## src/rtl/slave_in_port.sv

```systemverilog
// slave_in_port: slave-side serial frame receiver; decodes select/cmd/addr/burst and emits memory writes or a read request
//   clk, rst                  : clock, asynchronous active-high reset
//   master_valid, rx_bit      : frame qualifier and LSB-first serial data
//   slave_ready, selected     : idle indicator, frame-addressed-to-us indicator
//   mem_wen/mem_addr/mem_wdata: one-cycle write strobe per received word
//   read_req/read_addr/read_burst_num : one-cycle read request for read frames
//   rx_done, frame_err        : frame completed / selected frame truncated pulses
module slave_in_port #(
  parameter int SLAVE_LEN = 2,
  parameter int ADDRESS_LEN = 12,
  parameter int WORD_SIZE = 8,
  parameter int BURST_SIZE = 12,
  parameter int SLAVE_ID = 1
) (
  input  logic                   clk,
  input  logic                   rst,
  input  logic                   master_valid,
  input  logic                   rx_bit,
  output logic                   slave_ready,
  output logic                   selected,
  output logic                   mem_wen,
  output logic [ADDRESS_LEN-1:0] mem_addr,
  output logic [WORD_SIZE-1:0]   mem_wdata,
  output logic                   read_req,
  output logic [ADDRESS_LEN-1:0] read_addr,
  output logic [BURST_SIZE-1:0]  read_burst_num,
  output logic                   rx_done,
  output logic                   frame_err
);
  localparam int M1 = ADDRESS_LEN > BURST_SIZE ? ADDRESS_LEN : BURST_SIZE;
  localparam int M2 = M1 > WORD_SIZE ? M1 : WORD_SIZE;
  localparam int M3 = M2 > SLAVE_LEN ? M2 : SLAVE_LEN;
  localparam int CW = $clog2(M3 + 1);
  typedef enum logic [2:0] {IDLE, SEL, CMD, ADDR, BURST, DATA, WAIT_LOW} state_t;
  state_t state, state_n;
  logic [CW-1:0] cnt;
  logic [SLAVE_LEN-1:0] sel_sr, sel_full;
  logic [ADDRESS_LEN-1:0] addr_sr, addr_full;
  logic [BURST_SIZE-1:0] burst_sr, burst_full, idx;
  logic [WORD_SIZE-1:0] word_sr, word_full;
  logic is_write, armed, last_bit, wr_fire, rd_fire;
  // fields arrive LSB first, so each new bit enters at the MSB
  assign sel_full = {rx_bit, sel_sr[SLAVE_LEN-1:1]};
  assign addr_full = {rx_bit, addr_sr[ADDRESS_LEN-1:1]};
  assign burst_full = {rx_bit, burst_sr[BURST_SIZE-1:1]};
  assign word_full = {rx_bit, word_sr[WORD_SIZE-1:1]};
  assign slave_ready = state == IDLE;
  always_ff @(posedge clk or posedge rst)
    if (rst) state <= IDLE;
    else state <= state_n;
  always_comb begin
    last_bit = state == SEL ? cnt == CW'(SLAVE_LEN - 1) :
               state == ADDR ? cnt == CW'(ADDRESS_LEN - 1) :
               state == BURST ? cnt == CW'(BURST_SIZE - 1) :
               state == DATA ? cnt == CW'(WORD_SIZE - 1) : 1'b1;
    wr_fire = state == DATA && master_valid && last_bit;
    rd_fire = state == BURST && master_valid && last_bit && !is_write;
    state_n = state;
    case (state)
      IDLE: if (master_valid && armed) state_n = SEL;
      WAIT_LOW: if (!master_valid) state_n = IDLE;
      default:
        if (!master_valid) state_n = IDLE;
        else if (last_bit)
          case (state)
            SEL: state_n = sel_full == SLAVE_LEN'(SLAVE_ID) ? CMD : WAIT_LOW;
            CMD: state_n = ADDR;
            ADDR: state_n = BURST;
            BURST: state_n = is_write ? DATA : WAIT_LOW;
            DATA: state_n = idx == burst_sr ? WAIT_LOW : DATA;
            default: state_n = IDLE;
          endcase
    endcase
  end
  always_ff @(posedge clk or posedge rst)
    if (rst) begin
      armed <= 1'b0;
      cnt <= '0;
      sel_sr <= '0;
      is_write <= 1'b0;
      addr_sr <= '0;
      burst_sr <= '0;
      word_sr <= '0;
      idx <= '0;
      selected <= 1'b0;
      mem_wen <= 1'b0;
      read_req <= 1'b0;
      rx_done <= 1'b0;
      frame_err <= 1'b0;
      mem_addr <= '0;
      mem_wdata <= '0;
      read_addr <= '0;
      read_burst_num <= '0;
    end else begin
      // a frame may only start after a low cycle, so the tail of a frame cut by reset is ignored
      armed <= armed | ~master_valid;
      cnt <= state == IDLE ? CW'(state_n == SEL) : last_bit || !master_valid ? '0 : cnt + CW'(1);
      if (state == SEL || state_n == SEL) sel_sr <= sel_full;
      if (state == CMD) is_write <= rx_bit;
      if (state == ADDR) addr_sr <= addr_full;
      if (state == BURST) burst_sr <= burst_full;
      if (state == DATA) word_sr <= word_full;
      idx <= state == BURST ? '0 : wr_fire ? idx + BURST_SIZE'(1) : idx;
      selected <= state_n inside {CMD, ADDR, BURST, DATA};
      mem_wen <= wr_fire;
      read_req <= rd_fire;
      rx_done <= rd_fire || (wr_fire && idx == burst_sr);
      frame_err <= selected && !master_valid;
      if (wr_fire) begin
        mem_addr <= addr_sr + ADDRESS_LEN'(idx);
        mem_wdata <= word_full;
      end
      if (rd_fire) begin
        read_addr <= addr_sr;
        read_burst_num <= burst_full;
      end
    end
endmodule

```

## config.mk

```make
export PLATFORM = sky130hd
export DESIGN_NAME = slave_in_port
export DESIGN_NICKNAME = d
export VERILOG_FILES = /design/src/rtl/slave_in_port.sv
export SDC_FILE = /design/constraint.sdc
export NUM_CORES = 1
export LEC_CHECK = 0
export BUFFER_PORTS_ARGS = -buffer_cell sky130_fd_sc_hd__buf_4
export CAP_MARGIN = 5
export CORE_MARGIN = 8
export CORE_UTILIZATION = 65
export CTS_BUF_LIST = sky130_fd_sc_hd__clkbuf_4
export DETAILED_ROUTE_END_ITERATION = 8
export PLACE_DENSITY_LB_ADDON = 0.25
export SLEW_MARGIN = 20
export SYNTH_ARGS = -nofsm -noshare
export SYNTH_HDL_FRONTEND = slang
export SYNTH_SLANG_ARGS = --single-unit
export TNS_END_PERCENT = 50
```

## constraint.sdc

```tcl
create_clock -name clk -period 6.9 [get_ports clk]
set_input_delay 0.69 -clock clk [delete_from_list [all_inputs] [get_ports clk]]
set_output_delay 0.69 -clock clk [all_outputs]
set_load 0.01 [all_outputs]
```

==> out/qor.txt, run 1 <==
Outcome = completed
Pin count of the biggest net entering global routing = 65
Remaining max-slew budget at the tightest pin = 48.0%
Clock edge transition at the registers on the reported setup and hold paths = 160 ps
Cells on worst reg2reg path = 6
Via-per-instance ratio = 5.81
Place WS = 3960 ps
Detailed Route Iter0 Violations = 159
Antenna diodes = 0
Period utilisation layout = 42.8%
Number of global-route vias before repair = 3574
Synthesized area per cell = 10.9 sq um
Buffer levels on the longest clock path = 2
Maximum level of the CTS H-tree = 3
Number of iterations in the first detailed-routing pass = 4
Number of hold violations in the final report = 0
Most frequent cells in the layout = dfrtp_1, nand2_1, buf_4
Endpoints failing setup = 0
Setup ws final = 3940 ps
Number of logic stages on the critical path including buffering = 6
Net Count, Synth = 461
Congestion Overflow GR = 0
Gr usage total = 21.0%
Y dimension of the die = 102 um
Clock sink count = 102
Clock tree from TritonCTS = yes
Delay-heaviest family, CP = simple AND/OR/NAND/NOR gates
Crit path capture type = flip-flop
Class of the tightest hold or removal check = in -> async
Port-buffer cells = 53
Startpoint-to-endpoint class of the critical path = reg -> reg
Final weighted congestion in routability-driven placement = 0.880
Launch point of the worst reg-to-reg path = state[2]$_DFF_PP0_
Count of fill cells added during filler insertion = 521
Die area = 10400 sq um
Simple-gate share of the synthesized area = 14.5%
Cell row count = 31
Number of enable-type register cells in the synthesized netlist = 0
Worst endpoint required time = 7240 ps
Number of primary I/O pins = 54
Total detailed-routing wirelength = 10200 um
Post-synthesis compound-gate area fraction = 11.1%
Master of the slowest instance on the critical path = nand3_2
Async S/R FF share, synth = 100%
Layout overhead on the synthesized area = 13.2%
Wire length of the first global-routing pass = 17400 um
Post-synthesis instance area = 4810 sq um
Power Density = 306 nW/um^2
Arrival time at the worst endpoint = 3300 ps
WP buf/inv = 0
Max rail drop VDD = 208 uV
Nets@finish = 514
Most common cell after layout, fill and taps aside = dfrtp_1
Post-place instance area = 5300 sq um
Width of the die = 102 um
Cells after synthesis = 442
Share of layout cells above drive strength 1 = 20.4%
Synth Register Bits = 102
Clock root buffer = clkbuf_4
Main combinational cell family by area after synthesis = simple AND/OR/NAND/NOR gates
Post-detailed-route count of antenna-violating nets = 0
Highest fanout seen on the critical path = 25
Post-DP HPWL = 7480 um
Most used flip-flop cell after synthesis = dfrtp_1
Measured slew at the worst slew-check pin = 780 ps
Total negative slack = 0 ps
Sequential fraction of the synthesis area = 53.0%
Core Region = 7210 sq um
Setup crit start kind = flip-flop
Maximum clock frequency = 0.338 GHz
Area of combinational cells with multiple inputs = 2140 sq um
Shortest clock period the worst path allows after layout = 2960 ps
Fraction of the mapped netlist area in adder cells = 4.06%
Average routed wire per standard cell = 17.1 um
RSZ-0062 raised after global routing = no
CTS Hold Buffers Added = 0
Insertion delay to the later sink of the worst-skew pair = 460 ps
PostCTS Resize Cnt = 0
Setup Skew = 19.5 ps
Clock buffers created by TritonCTS = 9
Critical Path Source = state[2]$_DFF_PP0_
Final number of max-transition violations = 0
Vias post-DR = 3479
Post-route DRC = 0
Filler-free cell count of the finished design = 599
Cells along the critical path = or3b_4 > nor4b_4 > nor3_2 > nand2_1 > nand3_2 > mux2_1
Number of violations of the max-capacitance limit = 0
Leak = 2.77 nW
Storage element area = 2550 sq um
Placed cells = 583
Post-route cell area = 5450 sq um
Initial antenna violation count = 0
Unique cell type count in the Yosys netlist = 56
Starting Density = 66.7%
Post-CTS setup-driven buffer insertion count = 0
Post-synthesis xor/xnor area fraction = 4.37%
Mux cell area share after synthesis = 10.5%
YS warnings = 0
Delay of the slowest critical-path stage = 580 ps
[flip-flops by register name (all words and copies together) (netlist names), 3 cells and up]
signal,flops
addr_sr,12
burst_sr,12
idx,12
mem_addr,12
read_addr,12
read_burst_num,12
mem_wdata,8
word_sr,7
cnt,4
state,3
[worst paths after layout]
check / slack, ps / to
setup reg to reg: 3940 / read_addr[10]$_DFFE_PP0P_
setup / recovery: 3940 / read_addr[10]$_DFFE_PP0P_
max in group asynchronous: 5520 / addr_sr[1]$_DFFE_PP0P_
hold / removal: 230 / read_burst_num[11]$_DFFE_PP0P_
min in group clk: 450 / read_burst_num[11]$_DFFE_PP0P_
hold reg to reg: 500 / word_sr[1]$_DFFE_PP0P_
[where the power goes]
part	switching, mW	internal (mW)
registers	0.113	0.697
logic	0.277	0.251
clock network	0.207	0.122
[cells in the mapped netlist (all sizes together) (4+ instances only)]
| cell | count | area [sq um] |
|---|---|---|
| dfrtp | 102 | 2550 |
| nand2 | 82 | 308 |
| mux2 | 42 | 473 |
| o21ai | 27 | 135 |
| nor2 | 24 | 90.1 |
| xnor2 | 17 | 149 |
| inv | 15 | 56.3 |
| ha | 14 | 175 |
| a21oi | 13 | 65.1 |
| clkbuf | 10 | 37.5 |
| nor3 | 7 | 40.0 |
| xor2 | 7 | 61.3 |
| o21a | 6 | 45.0 |
| or3 | 6 | 37.5 |
| nand3 | 5 | 30.0 |
| nand4 | 5 | 31.3 |
| buf | 4 | 26.3 |
| nand2b | 4 | 25.0 |
| o31ai | 4 | 30.0 |
[final cells by class]
| class | instances | share of cell area, % |
|---|---|---|
| clock buffer | 10 | 1.38 |
| tap | 99 | 2.27 |
| clock inverter | 6 | 1.45 |
| inverter | 15 | 1.08 |
| sequential | 102 | 46.8 |
| timing repair buffer | 56 | 7.72 |
| multi-input combinational | 311 | 39.3 |
[stage by stage]
| stage | utilization [%] | hold WS (ps) | power, mW |
|---|---|---|---|
| final | 75.5 | 230 | 1.67 |
| after global routing | 75.5 | 249 | 1.77 |
| after CTS | 75.5 | 232 | 1.68 |
| after detailed placement | 73.4 | 449 | 1.35 |
| after global placement | 73.4 | 443 | 1.32 |
| after floorplan | - | 425 | 1.18 |
[routing by layer]
metal	up-vias	track usage [%]	wire, um
li1	1647	-	-
met1	1715	26.5	4460
met2	98	35.1	5090
met3	19	4.22	460
met4	0	7.34	207
met5	-	0	0
[cells by family after synthesis]
kind of cell    after synthesis
simple gates                150
flops                       102
compound gates               77
mux                          45
buf+inv                      29
xor+xnor                     24
fa+ha+maj                    15
No activity file was read; power rests on OpenSTA's default activity.
==> run 2, diff against run 1 <==
CORE_UTILIZATION = 55   (was 65)
clock period = 2.6 ns   (was 6.9 ns; I/O delays follow)
==> run 2 against run 1 <==
Against the previous run: via count is 0.86% lower; sequential share of layout area is 0.95 points lower; first-iteration DRC count is 3.8% lower; non-clock buffer count is 9 higher; worst setup slack worse by 3700 ps; clock skew is 8.2 ps higher; utilization is 11 points lower; register-to-register slack worse by 3700 ps; critical endpoint is now idx[6]$_DFFE_PP0P_; largest power group unchanged.
==> out/qor.txt, run 2 (synthesized netlist as in run 1, its figures left out) <==
Outcome = completed
Clock buffers created by TritonCTS = 9 (unchanged)
Post-DP HPWL = 6900 um (-7.8%)
Shortest clock period the worst path allows after layout = 2380 ps (-572 ps)
Insertion delay to the later sink of the worst-skew pair = 450 ps (about the same)
Share of layout cells above drive strength 1 = 21.6% (+1.2 points)
Number of violations of the max-capacitance limit = 0 (unchanged)
Post-route DRC = 0 (unchanged)
Nets@finish = 523 (+1.8%)
Cells along the critical path = or3b_4 > nor4b_4 > or3_1 > o2111ai_2 > or3_1 > a21oi_1
Highest fanout seen on the critical path = 9 (-64%)
Pin count of the biggest net entering global routing = 103 (+58%)
Final weighted congestion in routability-driven placement = 0.889 (+1.0%)
Delay of the slowest critical-path stage = 500 ps (-80 ps)
RSZ-0062 raised after global routing = no
Detailed Route Iter0 Violations = 153 (-3.8%)
Total negative slack = 0 ps (unchanged)
Antenna diodes = 0 (unchanged)
Starting Density = 56.0% (-11 points)
Width of the die = 110 um (+7.3%)
Arrival time at the worst endpoint = 2750 ps (-550 ps)
DR top layer = met4
Port-buffer cells = 53 (unchanged)
Clock tree from TritonCTS = yes
Total detailed-routing wirelength = 9740 um (-4.7%)
Most frequent cells in the layout = dfrtp_1, nand2_1, buf_4
Clock root buffer = clkbuf_4
DR WL met2 = 4680 um (-8.1%)
Number of iterations in the first detailed-routing pass = 4 (unchanged)
Wire length of the first global-routing pass = 16600 um (-4.4%)
Layout overhead on the synthesized area = 15.6%
Max rail drop VDD = 349 uV (+68%)
Buffer levels on the longest clock path = 2 (unchanged)
Count of fill cells added during filler insertion = 708 (+36%)
Most common cell after layout, fill and taps aside = dfrtp_1
Clock edge transition at the registers on the reported setup and hold paths = 160 ps (about the same)
Initial antenna violation count = 0 (unchanged)
Post-detailed-route count of antenna-violating nets = 0 (unchanged)
Y dimension of the die = 110 um (+7.3%)
Maximum clock frequency = 0.420 GHz (+24%)
Gr usage total = 17.4% (-3.6 points)
WP buf/inv = 0 (unchanged)
M1 wire length = 4380 um (-1.8%)
Setup Skew = 27.8 ps (+8.24 ps)
Setup crit start kind = flip-flop
Endpoints failing setup = 0 (unchanged)
Class of the tightest hold or removal check = in -> reg
Final number of max-transition violations = 0 (unchanged)
Master of the slowest instance on the critical path = dfrtp_1
Period utilisation layout = 91.7% (+49 points)
Delay-heaviest family, CP = simple AND/OR/NAND/NOR gates
Clock sink count = 102 (unchanged)
Worst endpoint required time = 2970 ps (-4270 ps)
Average routed wire per standard cell = 15.8 um (-7.5%)
Most used cell along the critical path = or3_1
Vias post-DR = 3449 (-0.86%)
Measured slew at the worst slew-check pin = 729 ps (-50.7 ps)
Leak = 2.82 nW (+1.7%)
Congestion Overflow GR = 0 (unchanged)
Maximum level of the CTS H-tree = 3 (unchanged)
Detailed route wirelength on metal3 = 453 um (-1.5%)
Number of global-route vias before repair = 3451 (-3.4%)
Number of hold violations in the final report = 0 (unchanged)
Cell row count = 34 (+9.7%)
Die area = 12000 sq um (+15%)
Hold Worst Slack = 44.3 ps (-186 ps)
Power Density = 788 nW/um^2 (+160%)
Core Region = 8590 sq um (+19%)
Number of primary I/O pins = 54 (unchanged)
Startpoint-to-endpoint class of the critical path = reg -> reg
Via-per-instance ratio = 5.59 (-3.8%)
Crit path capture type = flip-flop
Remaining max-slew budget at the tightest pin = 50.7% (+2.7 points)
## run 2: timing repair
| action | 4_1_cts | 5_1_grt |
|---|---|---|
| setup buffers | 0 | 1 |
| setup endpoints to repair | 0 | 6 |
| hold endpoints to repair | 102 | 0 |
| hold buffers | 1 | 0 |
| gates resized for setup | 0 | 0 |
## run 2: layout make-up
cell class	instances	area, sq um	share of cell area [%]
clock buffer	10	75.1	1.35
clock inverter	6	71.3	1.28
inverter	15	60.1	1.08
multi-input combinational	311	2140	38.5
sequential	102	2550	45.9
tap	108	135	2.43
timing repair buffer	65	528	9.49
## run 2: worst register-to-register path, stage by stage, from the launching register on
cell	delay [ps]
dfrtp_1	500
or3b_4	430
nor4b_4	370
or3_1	220
o2111ai_2	230
or3_1	420
a21oi_1	150
## run 2: layer usage
| layer | up-vias | GRT usage [%] |
|---|---|---|
| met5 | - | 0 |
| met4 | 0 | 7.52 |
| met3 | 21 | 3.40 |
| met2 | 78 | 28.7 |
| met1 | 1675 | 22.0 |
| li1 | 1675 | - |
## run 2: final timing paths
| path | start | end | slack [ps] | depth (start not counted) |
|---|---|---|---|---|
| worst max-delay path | state[1]$_DFF_PP0_ | idx[6]$_DFFE_PP0P_ | 220 | 6 |
| worst min-delay path | rx_bit | read_burst_num[11]$_DFFE_PP0P_ | 40 | 2 |
| worst max register to register | state[1]$_DFF_PP0_ | idx[6]$_DFFE_PP0P_ | 220 | 6 |
| worst min register to register | word_sr[1]$_DFFE_PP0P_ | word_sr[1]$_DFFE_PP0P_ | 490 | 2 |
| max in group asynchronous | rst | word_sr[2]$_DFFE_PP0P_ | 1700 | 4 |
| min in group asynchronous | rst | read_addr[8]$_DFFE_PP0P_ | 510 | 4 |
## run 2: power by group
part	internal, mW	total (mW)	switching [mW]
registers	1.85	2.12	0.270
logic	0.685	1.42	0.739
clock network	0.311	0.837	0.526
## run 2: per-stage QoR
step | cell area [sq um] | util [%] | power (mW) | worst slack [ps] | instances
after global routing | 5560 | 64.7 | 4.69 | 15.5 | 617
after global placement | 5400 | 62.8 | 3.52 | 250 | 599
after CTS | 5550 | 64.6 | 4.43 | 121 | 616
after detailed placement | 5400 | 62.8 | 3.58 | 157 | 599
final | 5560 | 64.7 | 4.38 | 216 | 617
after floorplan | 4820 | - | 3.13 | 337 | 442
==> run 3, diff against run 2 <==
CAP_MARGIN = unset   (was 5)
CORE_MARGIN = 2   (was 8)
==> run 3 against run 2 <==
Against the previous run: worst setup slack better by 14 ps; die area decreased by 21%; utilization decreased by 0.073 points; first-iteration DRC count rose by 25%; global-route usage increased by 3.9 points; hold slack worse by 7.8 ps; critical path depth is 1 higher; sequential power barely moved; wire length fell by 2.4%; power shrank 1.1%; highest routed layer unchanged.
==> out/qor.txt, run 3 (synthesized netlist as in run 1, its figures left out) <==
Post-route DRC = 0 (unchanged)
Clock tree from TritonCTS = yes
RSZ-0062 raised after global routing = no
Remaining max-slew budget at the tightest pin = 52.3% (+1.5 points)
Leak = 2.82 nW (about the same)
Nets@finish = 524 (+0.19%)
Port-buffer cells = 53 (unchanged)
Max rail drop VDD = 421 uV (+20%)
Most frequent cells in the layout = dfrtp_1, nand2_1, buf_4
Place WS = 145 ps (-11.2 ps)
Setup ws final = 230 ps (+13.8 ps)
Shortest clock period the worst path allows after layout = 2370 ps (-13.8 ps)
Die area = 9510 sq um (-21%)
Post-route cell area = 5560 sq um (-0.11%)
Arrival time at the worst endpoint = 2720 ps (-30 ps)
Worst endpoint required time = 2950 ps (-20 ps)
Antenna diodes = 0 (unchanged)
Delay-heaviest family, CP = compound AO/OA/AOI/OAI gates
Gr usage total = 21.3% (+3.9 points)
Most common cell after layout, fill and taps aside = dfrtp_1
Total negative slack = 0 ps (unchanged)
Final core utilization = 64.6% (-0.073 points)
Post-place instance area = 5410 sq um (+0.14%)
Clock sink count = 102 (unchanged)
Crit path capture type = flip-flop
Delay of the slowest critical-path stage = 670 ps (+170 ps)
Wire length of the first global-routing pass = 16600 um (-0.21%)
Post-DP HPWL = 6890 um (-0.18%)
Core Region = 8590 sq um (unchanged)
Measured slew at the worst slew-check pin = 707 ps (-22.4 ps)
Total detailed-routing wirelength = 9510 um (-2.4%)
Startpoint-to-endpoint class of the critical path = reg -> reg
Via-per-instance ratio = 5.61 (+0.42%)
Post-detailed-route count of antenna-violating nets = 0 (unchanged)
Layout overhead on the synthesized area = 15.4%
Maximum level of the CTS H-tree = 3 (unchanged)
Count of fill cells added during filler insertion = 694 (-2.0%)
Final weighted congestion in routability-driven placement = 0.830 (-6.6%)
Maximum clock frequency = 0.422 GHz (+0.58%)
Detailed Route Iter0 Violations = 191 (+25%)
Number of hold violations in the final report = 0 (unchanged)
Average routed wire per standard cell = 15.4 um (-2.5%)
Congestion Overflow GR = 0 (unchanged)
Initial antenna violation count = 0 (unchanged)
Vias post-DR = 3469 (+0.58%)
Number of global-route vias before repair = 3438 (-0.38%)
Buffer levels on the longest clock path = 2 (unchanged)
Width of the die = 97.5 um (-11%)
Master of the slowest instance on the critical path = o41ai_1
Class of the tightest hold or removal check = in -> reg
Clock edge transition at the registers on the reported setup and hold paths = 140 ps (-20 ps)
Outcome = completed
Share of layout cells above drive strength 1 = 21.4% (-0.24 points)
Power Density = 780 nW/um^2 (-0.95%)
Endpoints failing setup = 0 (unchanged)
Starting Density = 56.0% (unchanged)
Clock root buffer = clkbuf_4
Number of primary I/O pins = 54 (unchanged)
Final number of max-transition violations = 0 (unchanged)
Number of violations of the max-capacitance limit = 0 (unchanged)
Cell row count = 34 (unchanged)
Period utilisation layout = 91.1% (-0.53 points)
Number of iterations in the first detailed-routing pass = 4 (unchanged)
Setup crit start kind = flip-flop
Y dimension of the die = 97.5 um (-11%)
WP buf/inv = 0 (unchanged)
Highest fanout seen on the critical path = 4 (-5)
Cells along the critical path = ha_1 > nand3b_1 > a21oi_1 > o41ai_1 > a2111oi_0 > a311o_1 > o31ai_1
Insertion delay to the later sink of the worst-skew pair = 440 ps (about the same)
Setup Skew = 16.4 ps (-11.4 ps)
Clock buffers created by TritonCTS = 9 (unchanged)
Pin count of the biggest net entering global routing = 65 (-37%)
==> run 3: cell types whose count changed in the layout (fill, tap and decap cells not counted) <==
cell,previous run,this run
inv_6,1,0
clkinvlp_4,3,2
clkbuf_4,10,11
clkinv_1,0,2
clkinv_4,2,0
clkinv_2,0,1
buf_4,61,62
==> run 3: cell type report <==
| type | count | area, sq um | area share, % |
|---|---|---|---|
| clock buffers | 11 | 82.6 | 1.49 |
| clock inverters | 5 | 50.0 | 0.901 |
| inverters | 15 | 60.1 | 1.08 |
| multi-input cells | 311 | 2140 | 38.5 |
| flip-flops and latches | 102 | 2550 | 45.9 |
| well taps | 108 | 135 | 2.43 |
| repair buffers | 66 | 536 | 9.64 |
==> run 3: repair_timing <==
action / 4_1_cts / 5_1_grt
hold buffers: 1 / 0
buffers inserted: 0 / 1
endpoints found under the hold margin: 12 / 0
endpoints found under the setup margin: 0 / 5
gates resized for setup: 0 / 0
==> run 3: per-stage QoR <==
stage                     cells  power, mW  hold slack [ps]
after floorplan             442       3.13              392
after global placement      600       3.52              240
after global routing        618       4.64             27.4
after detailed placement    600       3.58              245
final                       618       4.34             36.5
after CTS                   617       4.37             24.5
==> run 3: final timing paths <==
kind,slack (ps),from,endpoint,cells past startpoint
max in group asynchronous,1660,rst,frame_err$_DFF_PP0_,4
setup / recovery,230,cnt[0]$_DFF_PP0_,sel_sr[1]$_DFFE_PP0P_,7
hold / removal,40,rx_bit,read_burst_num[11]$_DFFE_PP0P_,2
setup reg to reg,230,cnt[0]$_DFF_PP0_,sel_sr[1]$_DFFE_PP0P_,7
min in group asynchronous,310,rst,read_addr[11]$_DFFE_PP0P_,3
hold reg to reg,480,armed$_DFF_PP0_,armed$_DFF_PP0_,1
==> run 3: routing by layer <==
layer / global-route usage (%) / vias up / share of wire (%) / routed length (um)
li1: - / 1676 / - / -
met1: 29.4 / 1712 / 46 / 4370
met2: 35.2 / 70 / 49 / 4670
met3: 3.53 / 11 / 3.6 / 339
met4: 5.88 / 0 / 1.3 / 125
met5: 0 / - / 0 / 0
==> run 3: where the power goes <==
group          internal, mW  switching, mW
clock network         0.308          0.484
registers              1.85          0.279
logic                 0.683          0.730
total                  2.84           1.49
